<file path="config.mk">
export PLATFORM = sky130hd
export DESIGN_NAME = sr_alu_wb_stage
export DESIGN_NICKNAME = d
export VERILOG_FILES = /design/src/rtl/sr_alu_wb_stage.sv
export SDC_FILE = /design/constraint.sdc
export NUM_CORES = 1
export LEC_CHECK = 0
export ABC_AREA = 1
export ABC_CLOCK_PERIOD_IN_PS = 5100
export BUFFER_PORTS_ARGS = -buffer_cell sky130_fd_sc_hd__buf_4
export CORE_MARGIN = 10
export CORE_UTILIZATION = 35
export CTS_BUF_LIST = sky130_fd_sc_hd__clkbuf_4 sky130_fd_sc_hd__clkbuf_8
export DETAILED_ROUTE_END_ITERATION = 8
export GPL_TIMING_DRIVEN = 0
export SETUP_SLACK_MARGIN = 0.4
export SYNTH_ARGS = -nofsm -noshare
export SYNTH_HDL_FRONTEND = slang
export SYNTH_SLANG_ARGS = --single-unit
</file>
<file path="constraint.sdc">
create_clock -name clk -period 5.1 [get_ports clk]
set_clock_uncertainty 0.15 [all_clocks]
set_input_delay 1.02 -clock clk [delete_from_list [all_inputs] [get_ports clk]]
set_output_delay 1.02 -clock clk [all_outputs]
set_load 0.005 [all_outputs]
</file>
<file path="src/rtl/sr_alu_wb_stage.sv">
// sr_alu_wb_stage
// Writeback stage that sits behind the ALU. Results arrive on a valid/ready
// handshake, are buffered in a small in-order FIFO, and drain to the
// register-file write port whenever it is granted. The stage also holds the
// sticky saturation flag (OV) and forwards buffered values to decode/execute.
module sr_alu_wb_stage #(
    parameter int DEPTH = 2,
    parameter int XLEN  = 32
) (
    input  logic            clk,
    input  logic            rst,
    // ALU result handshake
    input  logic            ex_valid,
    output logic            ex_ready,
    input  logic [4:0]      ex_rd,
    input  logic            ex_wen,
    input  logic [XLEN-1:0] ex_result,
    input  logic            ex_ov,
    input  logic            ex_ov_en,
    // register-file write port
    output logic            wb_valid,
    input  logic            wb_ready,
    output logic [4:0]      wb_rd,
    output logic [XLEN-1:0] wb_data,
    // operand forwarding
    input  logic [4:0]      fwd_rs1,
    input  logic [4:0]      fwd_rs2,
    output logic            fwd_hit1,
    output logic            fwd_hit2,
    output logic [XLEN-1:0] fwd_data1,
    output logic [XLEN-1:0] fwd_data2,
    // OV flag CSR access
    input  logic            csr_we,
    input  logic            csr_wdata,
    output logic            ov_flag
);

    // Pointers are log2(DEPTH) bits and wrap on their own; the occupancy
    // counter needs one extra bit so that "full" is distinguishable from "empty".
    localparam int AW = (DEPTH > 1) ? $clog2(DEPTH) : 1;
    localparam logic [AW:0] DEPTH_CNT = (AW + 1)'(DEPTH);

    logic [AW-1:0]   rd_ptr_reg;
    logic [AW-1:0]   wr_ptr_reg;
    logic [AW:0]     count_reg;
    logic [AW:0]     count_next;
    logic            ov_reg;
    logic            ov_next;

    logic [4:0]      rd_mem   [DEPTH];
    logic [XLEN-1:0] data_mem [DEPTH];

    logic            accept;
    logic            enq;
    logic            deq;

    // Per-slot occupancy and forwarding match vectors, plus the slot that
    // holds the entry of each age (age 0 = head/oldest).
    logic [DEPTH-1:0] slot_valid;
    logic [DEPTH-1:0] match1;
    logic [DEPTH-1:0] match2;
    logic [AW-1:0]    age_slot [DEPTH];

    // Handshake qualifiers. Results that do not write a real register are
    // consumed without occupying a FIFO slot.
    assign ex_ready = (count_reg < DEPTH_CNT);
    assign wb_valid = (count_reg != '0);
    assign accept   = ex_valid & ex_ready;
    assign enq      = accept & ex_wen & (ex_rd != 5'd0);
    assign deq      = wb_valid & wb_ready;

    // Head entry is presented straight from the registered storage.
    assign wb_rd   = rd_mem[rd_ptr_reg];
    assign wb_data = data_mem[rd_ptr_reg];
    assign ov_flag = ov_reg;

    // Occupancy update: enqueue and dequeue in the same cycle cancel out.
    always_comb begin
        count_next = count_reg;
        case ({enq, deq})
            2'b10:   count_next = count_reg + 1'b1;
            2'b01:   count_next = count_reg - 1'b1;
            default: count_next = count_reg;
        endcase
    end

    // Sticky OV: a CSR write replaces the held value, but a saturation from an
    // accepted result in the same cycle always wins and sets the flag.
    always_comb begin
        ov_next = (csr_we ? csr_wdata : ov_reg) | (accept & ex_ov_en & ex_ov);
    end

    // Pointer, occupancy and flag registers.
    always_ff @(posedge clk) begin
        if (rst) begin
            rd_ptr_reg <= '0;
            wr_ptr_reg <= '0;
            count_reg  <= '0;
            ov_reg     <= 1'b0;
        end else begin
            if (enq) begin
                wr_ptr_reg <= wr_ptr_reg + 1'b1;
            end
            if (deq) begin
                rd_ptr_reg <= rd_ptr_reg + 1'b1;
            end
            count_reg <= count_next;
            ov_reg    <= ov_next;
        end
    end

    generate
        for (genvar gi = 0; gi < DEPTH; gi++) begin : g_slot
            // Storage for one slot; cleared on reset so nothing undefined can
            // reach wb_* or the forwarding muxes.
            always_ff @(posedge clk) begin
                if (rst) begin
                    rd_mem[gi]   <= 5'd0;
                    data_mem[gi] <= '0;
                end else if (enq && (wr_ptr_reg == AW'(gi))) begin
                    rd_mem[gi]   <= ex_rd;
                    data_mem[gi] <= ex_result;
                end
            end

            // A slot is live when its distance from the head is below count.
            logic [AW-1:0] slot_age;
            assign slot_age       = AW'(gi) - rd_ptr_reg;
            assign slot_valid[gi] = ({1'b0, slot_age} < count_reg);
            assign match1[gi]     = slot_valid[gi] & (rd_mem[gi] == fwd_rs1) & (fwd_rs1 != 5'd0);
            assign match2[gi]     = slot_valid[gi] & (rd_mem[gi] == fwd_rs2) & (fwd_rs2 != 5'd0);
            assign age_slot[gi]   = rd_ptr_reg + AW'(gi);
        end
    endgenerate

    // Forwarding: scan from oldest to youngest so the youngest match wins.
    // The entry leaving this cycle is still live, the incoming ex_* is not.
    always_comb begin
        fwd_hit1  = 1'b0;
        fwd_hit2  = 1'b0;
        fwd_data1 = '0;
        fwd_data2 = '0;
        for (int i = 0; i < DEPTH; i++) begin
            if (match1[age_slot[i]]) begin
                fwd_hit1  = 1'b1;
                fwd_data1 = data_mem[age_slot[i]];
            end
            if (match2[age_slot[i]]) begin
                fwd_hit2  = 1'b1;
                fwd_data2 = data_mem[age_slot[i]];
            end
        end
    end

endmodule

</file>
# ---- Word level (Yosys, flattened, before mapping)
# Memory sizes are Yosys's and may differ from the RTL's. A register that Yosys moved wholly into a read port is not among the register bits.
# Index checks and enable logic that the tools add are counted.
dict set report classes {
  n_addsub 6
  multipliers 0
  div 0
  order_cmp 5
  eq_ne 6
  n_shift 0
  muxes 34
  n_bitwise 20
  reduce_logical 7
}
# op count
set op_table {}
lappend op_table {{$mux 32} 6}
lappend op_table {{$mux 1} 25}
lappend op_table {{$eq 5x5->1} 4}
lappend op_table {{$reduce_bool 5->1} 3}
lappend op_table {{$and 1x1->1} 14}
lappend op_table {{$mux 5} 2}
lappend op_table {{$or 1x1->1} 5}
lappend op_table {{$lt 1x2->1} 2}
lappend op_table {{$lt 1x2->1 const B} 2}
lappend op_table {{$pmux 2 s2} 1}
lappend op_table {{$reduce_bool 2->1} 2}
lappend op_table {{$add 1x1->1 const B} 2}
lappend op_table {{$add 2x1->2 const B} 1}
lappend op_table {{$eq 2x1->1 const B} 1}
lappend op_table {{$eq 2x2->1 const B} 1}
lappend op_table {{$logic_and 1x1->1} 2}
lappend op_table {{$lt 2x2->1 const B} 1}
lappend op_table {{$sub 1x1->1 const A} 2}
lappend op_table {{$sub 2x1->2 const B} 1}
lappend op_table {{$not 1->1} 1}
dict set report totals {
  register_bits 5
  latchBits 0
  ramBits 74
  romBits 0
  out_inout_bits 106
  word_cells 84
  memories 2
}
# name words width read_ports rd_clocked_by_memory_dff wr line
set mem_list {}
lappend mem_list {data_mem 2 32 2 1 2 51} ;# logic [XLEN-1:0] data_mem [DEPTH];
lappend mem_list {rd_mem 2 5 3 1 2 50} ;# logic [4:0] rd_mem [DEPTH];

# ---- Logic depth before layout (Yosys ltp)
# Gate-level depths: netlist of the first run.
dict set report logic_depth {
  word_depth 9
  depth_mapped 11
  depth_no_buf 10
}

# ---- Worst setup path after synthesis of the first run
# OpenSTA, ideal clock, no wires.
dict set report synth_timing {
  path_type {input-to-reg}
  from {input port ex_wen}
  to {memory data_mem[1][0], enable pin}
  setup_ps 485
  t_arrival_ps 4036
  t_required_ps 4465
  slack_ps 429
  cell_stages 3
  path_buffers 0
  path_cell_list {and3_1 > nand2_1 > o21ai_0}
}
# element line
set synth_lines {}
lappend synth_lines {{start: declaration} 16} ;# input logic ex_wen,
lappend synth_lines {{end: declaration} 51}

# ---- Final worst setup path of the first run
dict set report layout_timing {
  from {input port fwd_rs2[0]}
  to {output port fwd_data2[19]}
}
dict set report layout_between {
  elab_chain_len 7
  word_cells_on_any_way 13
}
# element line
set layout_rtl {}
lappend layout_rtl {{start: declaration} 27} ;# input logic [4:0] fwd_rs2,
lappend layout_rtl {{$eq 5x5->1} 131} ;# assign match2[gi] = slot_valid[gi] & (rd_mem[gi] == fwd_rs2) & (fwd_rs2 != 5'd0);
lappend layout_rtl {{$and 1x1->1 (2 in a row)} 131}
lappend layout_rtl {{$mux 1 (not written as such) (2 in a row)} 148} ;# if (match2[age_slot[i]]) begin
lappend layout_rtl {{$mux 32} 148}
lappend layout_rtl {{$mux 32 *} 148}
lappend layout_rtl {{end: declaration} 31} ;# output logic [XLEN-1:0] fwd_data2,
# Mark *: on every way between the ends. The rest lies on a longest branch, timed or not. The select of a mux whose other input is x is not followed.

==> results of run 1 <==
[worst max-delay path, delay by kind of cell]
| kind | cells | cell delay [ns] |
|---|---|---|
| buf+inv | 3 | 0.56 |
| simple gates | 5 | 0.71 |
| compound gates | 1 | 0.27 |
[power groups by stage]
stage | Combinational (mW) | Sequential [mW] | Clock (mW)
2_1_floorplan | 0.400 | 0.828 | 0
3_3_place_gp | 0.775 | 0.840 | 0
3_5_place_dp | 0.789 | 0.833 | 0
4_1_cts | 0.792 | 0.818 | 0.419
5_1_grt | 0.868 | 0.827 | 0.439
6_report | 0.780 | 0.818 | 0.412
[per-stage QoR]
step                      instances  hold slack, ns  power, mW
after floorplan                 710           0.351       1.23
after global placement         1051           0.379       1.61
after CTS                      1069           0.405       2.03
after global routing           1069           0.456       2.13
after detailed placement       1053           0.392       1.62
final                          1069           0.397       2.01
[routing by layer]
layer / GRT usage / vias up / part of all wire
met1: 0.208 / 2377 / 0.43
met5: 0 / - / 0.00073
met2: 0.288 / 147 / 0.48
met3: 0.0500 / 28 / 0.067
met4: 0.0674 / 2 / 0.023
li1: - / 2601 / -
[cell usage after synthesis, types with 2 or more instances]
library cell	number
buf_4	7
o21ai_1	13
xor2_1	5
dfxtp_1	6
xnor2_1	10
clkbuf_1	14
a21oi_1	38
nor2_1	121
nand4_2	2
inv_1	86
o21ai_0	59
buf_2	16
nand2_1	202
nand4_1	2
clkbuf_2	2
edfxtp_1	74
nand3_1	43
nand2_2	2
mux2_2	2
[final cells by class]
| class | instances | area share |
|---|---|---|
| flip-flops and latches | 80 | 0.347 |
| clock buffers | 10 | 0.0195 |
| repair buffers | 163 | 0.186 |
| plain buffers | 39 | 0.0289 |
| well taps | 180 | 0.0334 |
| multi-input cells | 504 | 0.333 |
| inverters | 87 | 0.0484 |
| clock inverters | 6 | 0.00389 |
[cells by family after synthesis]
group,Yosys count
AOI/OAI and AO/OA,110
buffers and inverters,126
adders and majority gates,1
DFF,80
muxes,3
xor gates and xnor gates,15
and+or+nand+nor,375
[worst min path at each step]
stage                                       start                      end  slack [ns]
after floorplan           wr_ptr_reg$_SDFFE_PP0N_  wr_ptr_reg$_SDFFE_PP0N_        0.35
after global placement    wr_ptr_reg$_SDFFE_PP0N_  wr_ptr_reg$_SDFFE_PP0N_        0.38
after detailed placement       ov_flag$_SDFF_PP0_       ov_flag$_SDFF_PP0_        0.39
after CTS                      ov_flag$_SDFF_PP0_       ov_flag$_SDFF_PP0_        0.40
after global routing           ov_flag$_SDFF_PP0_       ov_flag$_SDFF_PP0_        0.46
final                          ov_flag$_SDFF_PP0_       ov_flag$_SDFF_PP0_        0.40
==> flow_summary.ini, run 1 <==
[power_and_ir_drop]
p_clk_frac = 0.205
switchingPower_mw = 0.749
p_int_mw = 1.26
leakagePower_nw = 3.24
switching_share = 0.373
p_seq_frac = 0.407
pwr-share-comb = 0.388
ir_worst_vdd_mv = 0.154
powerDensity_mw_per_mm2 = 298

[route]
via_per_inst = 4.82
dr.pass1.iters = 4
post_drt_wl_per_cell_um = 16.6
vias = 5155
drt_drc_violations_left = 0
drt_iter0_drc = 329
ant_nets = 0
wl_um = 17700

[synth]
yosys-top-cells-area = edfxtp_1 44%, nand2_1 15%, nor2_1 8.9%
synth-xor-area-share = 0.0258
ys_seq_elements = 80
synth-compound-area-share = 0.108
synth.net_count = 767
synth_edf_count = 74
synth_fa_ha_area_frac = 0.00246
ys_warn_count = 0
netlist-cell-type-count = 25
ys.flop_type = edfxtp_1
synth_top_cell_by_area = edfxtp_1
synth.yosys.seq_area_share = 0.461
synthArstFlopShare = 0
syn-cell-area_mm2 = 0.00509
synth_top_area_frac = 0.437
synth_simple_gate_area_frac = 0.294
syn_avg_cell_area_um2 = 7.16
synth_top_family_by_area = simple AND/OR/NAND/NOR gates
synthCells = 710
synth.mux.area_fraction = 0.00640

[final_layout]
multi_input_area_mm2 = 0.00224
mostFrequentLayoutCell = nand2_1
drive_gt1_frac = 0.234
largest_register_ffs = 64
fillCellCount = 1437
diodes = 0
fin_area_mm2 = 0.00675
areaGrowthSynthToFinish_pct = 32.7
regArea_mm2 = 0.00234
fin_util = 0.481
layout_common_cells = 202 x nand2_1, 168 x buf_4, 121 x nor2_1, 86 x inv_1, 74 x edfxtp_1
nNetsFinal = 941

[grt]
grt.total_usage = 0.174
grt_overflow = 0
grt_pass1_wl_um = 27300
grt_start_max_net_pins = 24
grt_pass1_vias = 5170
antenna_found_initial = 1

[place]
placed_cell_area_mm2 = 0.00659
place_hpwl_um = 13000
gp_congestion = 0.773
place_ws_ns = 1.33
numPortBuffers = 161

[floorplan]
rows = 43
start_util = 0.362
die_width_um = 141
coreArea_mm2 = 0.0140
die-area_mm2 = 0.0198
die_h_um = 141
ios = 162

[critical_path]
r2r-start = count_reg[1]$_SDFFE_PP0P_
crit_type = in2out
end_kind = output pin
cp.arrival_ns = 2.57
ff2ff_path_depth = 5
required_ns = 3.93
crit-reg2reg-capture = data_mem[1][28]$_SDFFCE_PN0P_
cp_max_fo = 10
startpoint_type = primary input
worstPathCellList = buf_4, or2_0, nor2_1, nor2_1, nand3_1, nand2_2, clkbuf_2, o21ai_0, buf_4
r2r_slack_ns = 2.80
crit_path_max_incr_delay_ns = 0.27
crit_path_end = fwd_data2[19]
crit_path_top_delay_cell = clkbuf_2
crit_path_start = fwd_rs2[0]

[timing]
final.min_clock_period_ns = 3.74
period_share = 0.733
slew-limit-headroom = 0.459
max_freq_mhz = 268
worst_pin_slew_ns = 0.808
fin_ws_ns = 1.36
hold_viol_final = 0
timing.setup.tns_ns = 0
setup_viol = 0
rsz0062_at_grt = false
slew_viol_final = 0

[cts]
clk_pin_slew_worst_paths_ns = 0.08
numClockSinks = 80
max-clock-path-buffers = 2
worst_skew_pair.late_latency_ns = 0.36
cts_hold_buf = 0
cts_max_level = 3
cts_setup_buffers = 0
cts-root-buf = clkbuf_8
tritoncts = built
cts-buffers-inserted = 9
post_cts_resize_count = 0

[outcome]
outcome = completed

[worst_hold_path]
hp-class = reg2reg
min_path_cells = 2

[job]
drv_cap = 0
No activity file was read; power rests on OpenSTA's default activity.
==> run 2, diff against run 1 <==
--- a/config.mk
+++ b/config.mk
@@ -6,7 +6,7 @@
 export NUM_CORES = 1
 export LEC_CHECK = 0
 export ABC_AREA = 1
-export ABC_CLOCK_PERIOD_IN_PS = 5100
+export ABC_CLOCK_PERIOD_IN_PS = 3200
 export BUFFER_PORTS_ARGS = -buffer_cell sky130_fd_sc_hd__buf_4
 export CORE_MARGIN = 10
 export CORE_UTILIZATION = 35
==> constraint.sdc (replaced) <==
create_clock -name clk -period 3.2 [get_ports clk]
set_clock_uncertainty 0.15 [all_clocks]
set_input_delay 0.64 -clock clk [delete_from_list [all_inputs] [get_ports clk]]
set_output_delay 0.64 -clock clk [all_outputs]
set_load 0.005 [all_outputs]
==> flow_summary.ini, run 2 (same netlist as run 1, synthesis figures left out) <==
[cts]
worst_skew_pair.late_latency_ns = 0.37
max-clock-path-buffers = 2
cts-root-buf = clkbuf_8
numClockSinks = 80
tritoncts = built
clk_pin_slew_worst_paths_ns = 0.08
cts-buffers-inserted = 9
cts_max_level = 3

[timing]
final.min_clock_period_ns = 2.88
fin_ws_ns = 0.324
hold_viol_final = 0
hold_slack_ns = 0.285
rsz0062_at_grt = true
setup_viol = 0
slew-limit-headroom = 0.454
worst_pin_slew_ns = 0.815
timing.setup.tns_ns = 0
slew_viol_final = 0
period_share = 0.899
max_freq_mhz = 348

[critical_path]
cp.arrival_ns = 2.09
cp_max_fo = 7
startpoint_type = primary input
required_ns = 2.41
end_kind = output pin
crit_type = in2out

[power_and_ir_drop]
switchingPower_mw = 1.24
pwr-share-comb = 0.402
switching_share = 0.375
ir_worst_vdd_mv = 0.241
p_clk_frac = 0.202
p_seq_frac = 0.396
fin_total_pwr_mw = 3.31
powerDensity_mw_per_mm2 = 453
leakagePower_nw = 3.48
p_int_mw = 2.07

[final_layout]
final_cells = 1082
largest_register_ffs = 64
diodes = 0
layout_common_cells = 188 x nand2_1, 167 x buf_4, 110 x nor2_1, 85 x inv_1, 74 x edfxtp_1
mostFrequentLayoutCell = nand2_1
fillCellCount = 1404
areaGrowthSynthToFinish_pct = 43.4
fin_util = 0.520
fin_area_mm2 = 0.00730
nNetsFinal = 954
drive_gt1_frac = 0.293

[route]
drt_drc_violations_left = 0
vias = 5251
wl_um = 18400
drt_iter0_drc = 329
ant_nets = 0
dr.pass1.iters = 5
via_per_inst = 4.85
post_drt_wl_per_cell_um = 17.0

[place]
dp.cells = 1053
numPortBuffers = 161
place_ws_ns = 0.193
place_hpwl_um = 13000
gp_congestion = 0.763
placed_cell_area_mm2 = 0.00659

[grt]
grt_start_max_net_pins = 26
antenna_found_initial = 0
grt_overflow = 0
grt.total_usage = 0.177
grt_pass1_wl_um = 27800
grt_pass1_vias = 5102

[floorplan]
ios = 162
die_width_um = 141
die-area_mm2 = 0.0198
rows = 43
die_h_um = 141
coreArea_mm2 = 0.0140
start_util = 0.362

[job]
drv_cap = 0

[outcome]
outcome = completed

[worst_hold_path]
hp-class = in2reg
-- run 2: final timing paths --
| path | from | endpoint | slack [ns] | cells past startpoint |
|---|---|---|---|---|
| setup / recovery | fwd_rs2[0] | fwd_data2[27] | 0.32 | 10 |
| hold / removal | rst | count_reg[0]$_SDFFE_PP0P_ | 0.28 | 2 |
| setup reg to reg | count_reg[1]$_SDFFE_PP0P_ | data_mem[0][16]$_SDFFCE_PN0P_ | 0.94 | 5 |
| hold reg to reg | ov_flag$_SDFF_PP0_ | ov_flag$_SDFF_PP0_ | 0.39 | 2 |
-- run 2: area by class of cell --
class                           count  area [um^2]  area share
Clock inverter                      5         23.8     0.00326
Tap cell                          180          225      0.0309
Sequential cell                    80         2350       0.322
Multi-Input combinational cell    505         2470       0.339
Clock buffer                       11          139      0.0190
Timing Repair Buffer              175         1440       0.197
Inverter                           87          329      0.0451
Buffer                             39          325      0.0446
-- run 2: repair_timing --
item	CTS	global route
pin swaps	5	9
gates cloned	2	3
endpoints found under the setup margin	64	64
hold buffers	0	0
buffers inserted	1	7
resized for setup	55	64
-- run 2: power groups by stage --
stage | registers [mW] | clock network [mW] | logic, mW
6_report | 1.31 | 0.667 | 1.33
5_1_grt | 1.33 | 0.718 | 1.47
4_1_cts | 1.31 | 0.679 | 1.29
3_5_place_dp | 1.33 | 0 | 1.26
3_3_place_gp | 1.33 | 0 | 1.24
2_1_floorplan | 1.31 | 0 | 0.639
-- run 2: worst max-delay path, stage by stage --
cell and delay (ns):
buf_4 0.13, or2_1 0.26, nor2_4 0.16, nor2_2 0.07, nand3_4 0.15, nand2_8 0.13, buf_8 0.17, buf_4 0.13
o21ai_1 0.12, buf_4 0.12
-- run 2: per-layer routing --
layer | GRT usage | vias up | routed length [um]
met5 | 0 | - | 0
met4 | 0.0549 | 0 | 211
met3 | 0.0392 | 13 | 1280
met2 | 0.296 | 181 | 8930
met1 | 0.220 | 2419 | 7980
li1 | - | 2638 | -
